## config.mk

```make
export PLATFORM = sky130hd
export DESIGN_NAME = centroid_packet_rx
export DESIGN_NICKNAME = d
export VERILOG_FILES = /design/src/rtl/centroid_pkt_pkg.sv /design/src/rtl/centroid_packet_rx_byte_gap_timer.sv /design/src/rtl/centroid_packet_rx.sv
export SDC_FILE = /design/constraint.sdc
export NUM_CORES = 1
export LEC_CHECK = 0
export BUFFER_PORTS_ARGS = -buffer_cell sky130_fd_sc_hd__buf_2
export CELL_PAD_IN_SITES_DETAIL_PLACEMENT = 1
export CELL_PAD_IN_SITES_GLOBAL_PLACEMENT = 1
export CORE_ASPECT_RATIO = 1.2
export CORE_MARGIN = 10
export CORE_UTILIZATION = 43
export CTS_CLUSTER_SIZE = 24
export DETAILED_ROUTE_END_ITERATION = 6
export PLACE_DENSITY = 0.83
export SLEW_MARGIN = 20
export SYNTH_ARGS = -nofsm -noshare
export SYNTH_HDL_FRONTEND = slang
export SYNTH_SLANG_ARGS = --single-unit
```

## constraint.sdc

```tcl
create_clock -name clk_in -period 2.85 [get_ports clk_in]
set_input_delay 0.285 -clock clk_in [delete_from_list [all_inputs] [get_ports clk_in]]
set_output_delay 0.285 -clock clk_in [all_outputs]
set_load 0.01 [all_outputs]
```

## src/rtl/centroid_pkt_pkg.sv

```systemverilog
// Shared types and wire-format helpers for the 8-byte centroid telemetry packet.
// Wire format: A5, {7'b0,x1[8]}, x1[7:0], y1, {7'b0,x2[8]}, x2[7:0], y2, XOR(payload).
package centroid_pkt_pkg;

  localparam logic [7:0] SYNC_BYTE         = 8'hA5;
  localparam int         PKT_PAYLOAD_BYTES = 6;

  typedef enum logic [1:0] {
    HUNT,
    PAYLOAD,
    CHECK
  } rx_state_t;

  typedef struct packed {
    logic [8:0] x;
    logic [7:0] y;
  } centroid_t;

  // Transmit-side view: three payload bytes for one centroid.
  function automatic logic [23:0] pack_centroid(input centroid_t c);
    return {7'b0, c.x[8], c.x[7:0], c.y};
  endfunction

  // Receive-side view: reserved high bits are checked separately, so only 17 bits come in.
  function automatic centroid_t unpack_centroid(input logic [16:0] raw);
    centroid_t c;
    c.x = raw[16:8];
    c.y = raw[7:0];
    return c;
  endfunction

endpackage

```

## src/rtl/centroid_packet_rx_byte_gap_timer.sv

```systemverilog
// Counts idle clocks between bytes; expire is combinational in the cycle count hits TIMEOUT_CYCLES-1.
// A clear in the expiry cycle suppresses expire; no backpressure.
module byte_gap_timer #(
  parameter int TIMEOUT_CYCLES = 70000
) (
  input  logic clk,
  input  logic rst_n,
  input  logic clear,
  input  logic enable,
  output logic expire
);

  localparam int            CW   = (TIMEOUT_CYCLES > 1) ? $clog2(TIMEOUT_CYCLES) : 1;
  localparam logic [CW-1:0] LAST = CW'(TIMEOUT_CYCLES - 1);

  logic [CW-1:0] count;

  assign expire = enable && !clear && (count == LAST);

  always_ff @(posedge clk) begin
    if (!rst_n || clear || !enable) begin
      count <= '0;
    end else if (count != LAST) begin
      count <= count + 1'b1;
    end else begin
      count <= '0;
    end
  end

endmodule

```

## src/rtl/centroid_packet_rx.sv

```systemverilog
// Reassembles and validates centroid packets from a UART byte stream.
// Results appear one cycle after the CHK byte (or timeout); no backpressure, bytes are never stalled.
module centroid_packet_rx
  import centroid_pkt_pkg::*;
#(
  parameter int TIMEOUT_CYCLES = 70000,
  parameter int MAX_X          = 320,
  parameter int MAX_Y          = 180
) (
  input  logic        clk_in,
  input  logic        rst_in,
  input  logic        byte_valid_in,
  input  logic [7:0]  byte_in,
  output logic [8:0]  c1_x_out,
  output logic [7:0]  c1_y_out,
  output logic [8:0]  c2_x_out,
  output logic [7:0]  c2_y_out,
  output logic        centroids_valid_out,
  output logic        error_out,
  output logic [15:0] frame_count_out,
  output logic [7:0]  error_count_out,
  output logic        busy_out
);

  localparam logic [2:0] LAST_IDX = 3'(PKT_PAYLOAD_BYTES - 1);
  localparam logic [9:0] X_LIM    = 10'(MAX_X);
  localparam logic [8:0] Y_LIM    = 9'(MAX_Y);

  rx_state_t   state;
  rx_state_t   state_nxt;
  logic [2:0]  idx;
  logic [7:0]  xor_acc;
  logic        fmt_err;
  logic [16:0] c1_raw;
  logic [16:0] c2_raw;
  centroid_t   rx_c1;
  centroid_t   rx_c2;
  logic        pkt_in_range;
  logic        pkt_accept;
  logic        pkt_reject;
  logic        timer_expire;

  byte_gap_timer #(
    .TIMEOUT_CYCLES(TIMEOUT_CYCLES)
  ) u_gap_timer (
    .clk   (clk_in),
    .rst_n (rst_in),
    .clear (byte_valid_in),
    .enable(state != HUNT),
    .expire(timer_expire)
  );

  assign rx_c1 = unpack_centroid(c1_raw);
  assign rx_c2 = unpack_centroid(c2_raw);
  assign pkt_in_range = ({1'b0, rx_c1.x} < X_LIM) && ({1'b0, rx_c2.x} < X_LIM) &&
                        ({1'b0, rx_c1.y} < Y_LIM) && ({1'b0, rx_c2.y} < Y_LIM);

  always_ff @(posedge clk_in) begin
    if (!rst_in) begin
      state <= HUNT;
    end else begin
      state <= state_nxt;
    end
  end

  // A byte in the expiry cycle wins, so bytes are tested before the timer.
  always_comb begin
    state_nxt = state;
    case (state)
      HUNT: begin
        if (byte_valid_in && (byte_in == SYNC_BYTE)) state_nxt = PAYLOAD;
      end
      PAYLOAD: begin
        if (byte_valid_in) begin
          if (idx == LAST_IDX) state_nxt = CHECK;
        end else if (timer_expire) begin
          state_nxt = HUNT;
        end
      end
      CHECK: begin
        if (byte_valid_in || timer_expire) state_nxt = HUNT;
      end
      default: state_nxt = HUNT;
    endcase
  end

  always_comb begin
    busy_out   = (state != HUNT);
    pkt_accept = 1'b0;
    pkt_reject = 1'b0;
    if ((state == CHECK) && byte_valid_in) begin
      if ((byte_in == xor_acc) && !fmt_err && pkt_in_range) begin
        pkt_accept = 1'b1;
      end else begin
        pkt_reject = 1'b1;
      end
    end else if ((state != HUNT) && timer_expire) begin
      pkt_reject = 1'b1;
    end
  end

  // Only the meaningful bits of each payload byte are kept; reserved bits feed fmt_err.
  always_ff @(posedge clk_in) begin
    if (!rst_in) begin
      idx     <= '0;
      xor_acc <= '0;
      fmt_err <= 1'b0;
      c1_raw  <= '0;
      c2_raw  <= '0;
    end else if (byte_valid_in) begin
      if (state == HUNT) begin
        idx     <= '0;
        xor_acc <= '0;
        fmt_err <= 1'b0;
      end else if (state == PAYLOAD) begin
        idx     <= idx + 3'd1;
        xor_acc <= xor_acc ^ byte_in;
        case (idx)
          3'd0: begin
            c1_raw[16] <= byte_in[0];
            if (|byte_in[7:1]) fmt_err <= 1'b1;
          end
          3'd1: c1_raw[15:8] <= byte_in;
          3'd2: c1_raw[7:0]  <= byte_in;
          3'd3: begin
            c2_raw[16] <= byte_in[0];
            if (|byte_in[7:1]) fmt_err <= 1'b1;
          end
          3'd4: c2_raw[15:8] <= byte_in;
          3'd5: c2_raw[7:0]  <= byte_in;
          default: ;
        endcase
      end
    end
  end

  always_ff @(posedge clk_in) begin
    if (!rst_in) begin
      c1_x_out            <= '0;
      c1_y_out            <= '0;
      c2_x_out            <= '0;
      c2_y_out            <= '0;
      centroids_valid_out <= 1'b0;
      error_out           <= 1'b0;
      frame_count_out     <= '0;
      error_count_out     <= '0;
    end else begin
      centroids_valid_out <= pkt_accept;
      error_out           <= pkt_reject;
      if (pkt_accept) begin
        c1_x_out        <= rx_c1.x;
        c1_y_out        <= rx_c1.y;
        c2_x_out        <= rx_c2.x;
        c2_y_out        <= rx_c2.y;
        frame_count_out <= frame_count_out + 16'd1;
      end
      if (pkt_reject && (error_count_out != 8'hFF)) begin
        error_count_out <= error_count_out + 8'd1;
      end
    end
  end

endmodule

```

==> out/metrics.yaml, run 1 <==
global_routing:
  grt_pass1_wl_um: 25700
  grt_pass1_vias: 5119
  antenna_found_initial: 0
  overflow: 0
  grt_start_max_net_pins: 38
  grt_usage: 0.184
route:
  first_iter_violations: 314
  avgRoutedWirePerCell_um: 18.0
  drcViolationCount: 0
  num_vias: 4850
  wirelength_um: 15800
  drtAntennaViolNets: 0
  dr.pass1.iters: 4
  avgViaCountPerCell: 5.54
sta:
  rsz0062_at_grt: "false"
  slew_headroom: 0.495
  tightest_slew_ps: 758
  period_share: 0.891
  clock_skew_ps: 7.72
  finalSetupViolations: 0
  fin_tns_setup_ps: 0
  final-max-slew-violation-count: 0
  final_hold_viol_count: 0
  timing.fmax_mhz: 394
  fin_crit_ps: 2540
cts:
  clk-insertion-delay-late_ps: 420
  holdBufCountCts: 0
  root_buffer: "clkbuf_16"
  clockBufferDepth: 2
  cts_tree: "done"
  cts_buffers: 17
  postCtsSetupBuffers: 0
  path_clk_slew_ps: 60
  htree_num_levels: 4
  cts.sinks: 125
  post_cts_resized: 0
setup_path:
  cp_slowest_stage_delay_ps: 670
  critPathLaunchType: "flop"
  cp_max_fo: 13
  cp.arrival_ps: 2880
  crit_type: "reg -> reg"
  worstPathRequired_ps: 3190
  crit_chain: "xor2_2, nor4_4, and4_2, nand3_1, or4_1, mux2i_1"
  cp_slowest_cell: "or4_1"
  crit_path_end_kind: "flop"
power:
  leakage_nw: 2.59
  vdd.ir_drop.worst_mv: 0.346
  p_per_area_nw_per_um2: 664
  p_total_mw: 4.32
yosys:
  syn_area_um2: 5360
  yosys_warnings: 0
  synth-edff-count: 0
  ys_top_cells_by_area: "dfxtp_1, nand2_1, a21oi_1"
  yosysTopAreaCell: "dfxtp_1"
  ys_types: 49
  synthFlopType: "dfxtp_1"
  synth_top_area_frac: 0.467
  ys_seq_area_frac: 0.467
  async_flop_share: 0
  syn_area_per_cell_um2: 8.32
  synth.most_common_cell: "dfxtp_1"
  synth_commonest_cells: "dfxtp_1, nand2_1, a21oi_1"
  synth_seq_cells: 125
  synth_cells: 644
  synth_fp_nets: 663
final_layout:
  diodes: 0
  layout-drive-gt1-share: 0.172
  area_growth_pct: 21.5
  final_nets: 721
run_status:
  outcome: "completed"
floorplanning:
  die_h_um: 142
  ioPinCount: 72
  die_w_um: 122
  core_area_um2: 12200
  start_util: 0.440
  rows: 44
  dieArea_um2: 17300
worst_hold_path:
  hold_class: "in -> reg"
placed_design:
  detailed_place_hpwl_um: 10600
  numPortBuffers: 71
  place_congestion: 0.795
run:
  cap_violations: 0
-- placed cells by master (no fill, tap or decap), types with 2 or more instances in the layout --
| master | instances |
|---|---|
| a211oi_1 | 3 |
| a21oi_1 | 82 |
| and2_1 | 4 |
| and3_1 | 9 |
| and4_1 | 3 |
| buf_2 | 71 |
| buf_4 | 9 |
| bufinv_16 | 6 |
| clkbuf_16 | 17 |
| clkbuf_8 | 3 |
| clkinv_2 | 3 |
| dfxtp_1 | 125 |
| ha_1 | 8 |
| inv_1 | 10 |
| mux2i_1 | 19 |
| nand2_1 | 121 |
| nand2b_1 | 5 |
| nand3_1 | 38 |
| nand4_1 | 8 |
| nor2_1 | 44 |
| nor2b_1 | 11 |
| nor3_1 | 6 |
| nor3b_1 | 8 |
| nor4_1 | 4 |
| o211a_1 | 3 |
| o21ai_0 | 19 |
| o31ai_1 | 10 |
| or2_2 | 2 |
| or3_1 | 4 |
| or4_1 | 12 |
| xnor2_1 | 8 |
| xor2_1 | 15 |
-- registers in the layout, indices dropped and copies added, names as in the netlist, 9 cells and up --
signal and count:
c1_raw 17, c2_raw 17, u_gap_timer.count 17, frame_count_out 16, c1_x_out 9, c2_x_out 9
-- path summary, 6_finish.rpt --
kind                            slack, ps             endpoint  cells past startpoint          start
worst max-delay path                  310  frame_count_out[13]                      6     xor_acc[5]
worst min-delay path                  150              fmt_err                      2  byte_valid_in
worst max register to register        310  frame_count_out[13]                      6     xor_acc[5]
worst min register to register        450          c1_y_out[1]                      2    c1_y_out[1]
-- layer usage --
layer | global-route usage | wire [um] | part of all wire | up-vias
li1 | - | - | - | 2336
met3 | 0.0429 | 669 | 0.042 | 25
met1 | 0.203 | 6540 | 0.41 | 2409
met4 | 0.0754 | 289 | 0.018 | 0
met5 | 0 | 0 | 0 | -
met2 | 0.328 | 8260 | 0.52 | 80
-- cell families (layout without fill, tap and decap cells) --
family | Yosys count | in the layout | synth area share
xor+xnor | 24 | 24 | 0.0406
simple gates | 289 | 289 | 0.265
mux | 19 | 19 | 0.0355
compound gates | 126 | 126 | 0.132
flops | 125 | 125 | 0.467
fa+ha+maj | 8 | 8 | 0.0187
buf+inv | 53 | 124 | 0.0416
-- critical path: cells and delay by family, from the launching register on --
kind | cells | cell delay, ps
XOR/XNOR | 1 | 200
flip-flops | 1 | 350
multiplexers | 1 | 200
AND/OR/NAND/NOR | 4 | 1700
-- layout make-up --
type,count,area (um2)
fill,1462,5660
multi-input combinational,466,2640
sequential,125,2500
clock buffer,21,470
timing repair buffer,81,443
clock inverter,11,211
tap,161,201
inverter,11,41.3
-- where the power goes --
part | internal [mW] | switching [mW] | total (mW) | leakage [nW]
clock | 1.70 | 0.777 | 2.48 | 0.333
combinational | 0.0237 | 0.0677 | 0.0914 | 1.25
sequential | 1.75 | 0.000809 | 1.75 | 1.01
-- stage by stage --
stage / hold WS (ps) / setup slack, ps / utilization / instances / instance area (um2)
after floorplan: 381 / 584 / - / 644 / 5360
after global placement: 443 / 377 / 0.479 / 844 / 5830
after detailed placement: 450 / 257 / 0.479 / 844 / 5830
after CTS: 140 / 305 / 0.535 / 876 / 6510
after global routing: 174 / 122 / 0.535 / 876 / 6510
final: 151 / 312 / 0.535 / 876 / 6510
(Power assumes the default switching activity.)
==> inputs of run 2 (changes only) <==
--- a/config.mk
+++ b/config.mk
@@ -6,6 +6,7 @@
 export NUM_CORES = 1
 export LEC_CHECK = 0
 export BUFFER_PORTS_ARGS = -buffer_cell sky130_fd_sc_hd__buf_2
+export CAP_MARGIN = 40
 export CELL_PAD_IN_SITES_DETAIL_PLACEMENT = 1
 export CELL_PAD_IN_SITES_GLOBAL_PLACEMENT = 1
 export CORE_ASPECT_RATIO = 1.2
@@ -13,6 +14,7 @@
 export CORE_UTILIZATION = 43
 export CTS_CLUSTER_SIZE = 24
 export DETAILED_ROUTE_END_ITERATION = 6
+export MAX_ROUTING_LAYER = met4
 export PLACE_DENSITY = 0.83
 export SLEW_MARGIN = 20
 export SYNTH_ARGS = -nofsm -noshare
==> run 2 against run 1 <==
  * Critical path depth is the same
  * Cell area shrank 1.2%
  * Via count is essentially flat
  * Sequential power is essentially flat
  * Worst hold slack gained 3.0 ps
  * Clock-buffer cell count shrank 2
  * Fmax grew 0.64%
  * Sequential share of layout area grew 0.48 points
  * Core utilization shrank 0.66 points
  * Clock power shrank 13%
  * Total power shrank 7.7%
  * Setup slack gained 16 ps
==> out/metrics.yaml, run 2 (synthesis results as in run 1) <==
run_status:
  outcome: "completed"
cts:
  cts.sinks: 125
  root_buffer: "clkbuf_16"
  cts_tree: "done"
  clockBufferDepth: 2
  htree_num_levels: 4
  clk-insertion-delay-late_ps: 420
  postCtsSetupBuffers: 0
  path_clk_slew_ps: 60
  holdBufCountCts: 0
  cts_buffers: 17
  post_cts_resized: 0
floorplanning:
  rows: 44
  core_area_um2: 12200
  dieArea_um2: 17300
  ioPinCount: 72
  start_util: 0.440
  die_w_um: 122
  die_h_um: 142
sta:
  period_share: 0.885
  slew_headroom: 0.487
  final-max-slew-violation-count: 0
  fin_crit_ps: 2520
  fin_tns_setup_ps: 0
  final_hold_viol_count: 0
  clock_skew_ps: 8.06
  tightest_slew_ps: 770
  rsz0062_at_grt: "false"
  finalSetupViolations: 0
  timing.fmax_mhz: 397
route:
  wirelength_um: 15600
  first_iter_violations: 277
  avgViaCountPerCell: 5.52
  dr.pass1.iters: 5
  avgRoutedWirePerCell_um: 17.7
  drtAntennaViolNets: 0
  num_vias: 4847
  drcViolationCount: 0
setup_path:
  crit_type: "reg -> reg"
  cp.arrival_ps: 2830
  worst-r2r-setup-slack_ps: 330
  critPathLaunchType: "flop"
  worstPathRequired_ps: 3160
  cp_slowest_stage_delay_ps: 670
  crit_path_end_kind: "flop"
  reg2reg_from: "xor_acc[5]"
  cp_slowest_cell: "or4_1"
  reg2reg_depth: 6
  r2r_end: "frame_count_out[13]"
  cp_max_fo: 13
  crit_chain: "xor2_2, nor4_4, and4_2, nand3_1, or4_1, mux2i_1"
placed_design:
  detailed_place_hpwl_um: 10700
  numPortBuffers: 71
  place_congestion: 0.807
global_routing:
  grt_start_max_net_pins: 38
  grt_pass1_vias: 5121
  grt_usage: 0.187
  grt_pass1_wl_um: 25800
  overflow: 0
  antenna_found_initial: 1
final_layout:
  final_nets: 722
  area_growth_pct: 20.0
  layout-drive-gt1-share: 0.175
  final_cell_mix: "dfxtp_1, nand2_1, a21oi_1, buf_2, nor2_1"
  largest_registers: "c1_raw x17, c2_raw x17, u_gap_timer.count x17"
  final_common_cell: "dfxtp_1"
run:
  cap_violations: 0
power:
  leakage_nw: 2.54
  p_total_mw: 3.99
  p_per_area_nw_per_um2: 621
  vdd.ir_drop.worst_mv: 0.370
worst_hold_path:
  holdCritStartpoint: "byte_valid_in"
  min_to: "fmt_err"
  hold_depth: 2
  hold_class: "in -> reg"
[run 2: critical path: cells and delay by family, from the launching register on]
| kind | cells | cell delay (ps) |
|---|---|---|
| and+or+nand+nor | 4 | 1720 |
| DFF | 1 | 350 |
| xor gates and xnor gates | 1 | 200 |
| muxes | 1 | 150 |
[run 2: cell type report]
class | count | area, um2
diodes | 1 | 2.50
clock buffers | 19 | 453
clock inverters | 13 | 141
fillers | 1475 | 5740
inverters | 11 | 41.3
multi-input cells | 466 | 2640
flip-flops and latches | 125 | 2500
well taps | 161 | 201
repair buffers | 82 | 448
[run 2: stage by stage]
| step | area [um2] | std cells | hold slack (ps) | setup WS [ps] | utilization |
|---|---|---|---|---|---|
| global route | 6430 | 878 | 172 | 124 | 0.528 |
| finish | 6430 | 878 | 154 | 328 | 0.528 |
| global placement | 5830 | 844 | 443 | 377 | 0.479 |
| detailed placement | 5830 | 845 | 448 | 244 | 0.479 |
| floorplan | 5360 | 644 | 381 | 584 | - |
| CTS | 6420 | 877 | 146 | 323 | 0.528 |
[run 2: routing by layer]
layer,vias to the layer above,track usage,part of all wire
met5,-,-,0
met4,0,0.0798,0.020
met3,28,0.0441,0.039
met2,83,0.318,0.52
met1,2398,0.204,0.42
li1,2338,-,-
[run 2: report_power, final]
| part | switching (mW) | total, mW | internal [mW] |
|---|---|---|---|
| registers | 0.000811 | 1.75 | 1.75 |
| logic | 0.0658 | 0.0895 | 0.0237 |
| clock network | 0.820 | 2.15 | 1.33 |
[run 2: worst max path at each step]
stage | cells after the start | endpoint | start | slack, ps
2_1_floorplan | 8 | frame_count_out[14] | byte_in[5] | 580
3_3_place_gp | 7 | frame_count_out[13] | byte_in[5] | 380
3_5_place_dp | 7 | frame_count_out[13] | byte_in[5] | 240
4_1_cts | 6 | frame_count_out[13] | xor_acc[5] | 320
5_1_grt | 6 | frame_count_out[13] | xor_acc[5] | 120
6_report | 6 | frame_count_out[13] | xor_acc[5] | 330
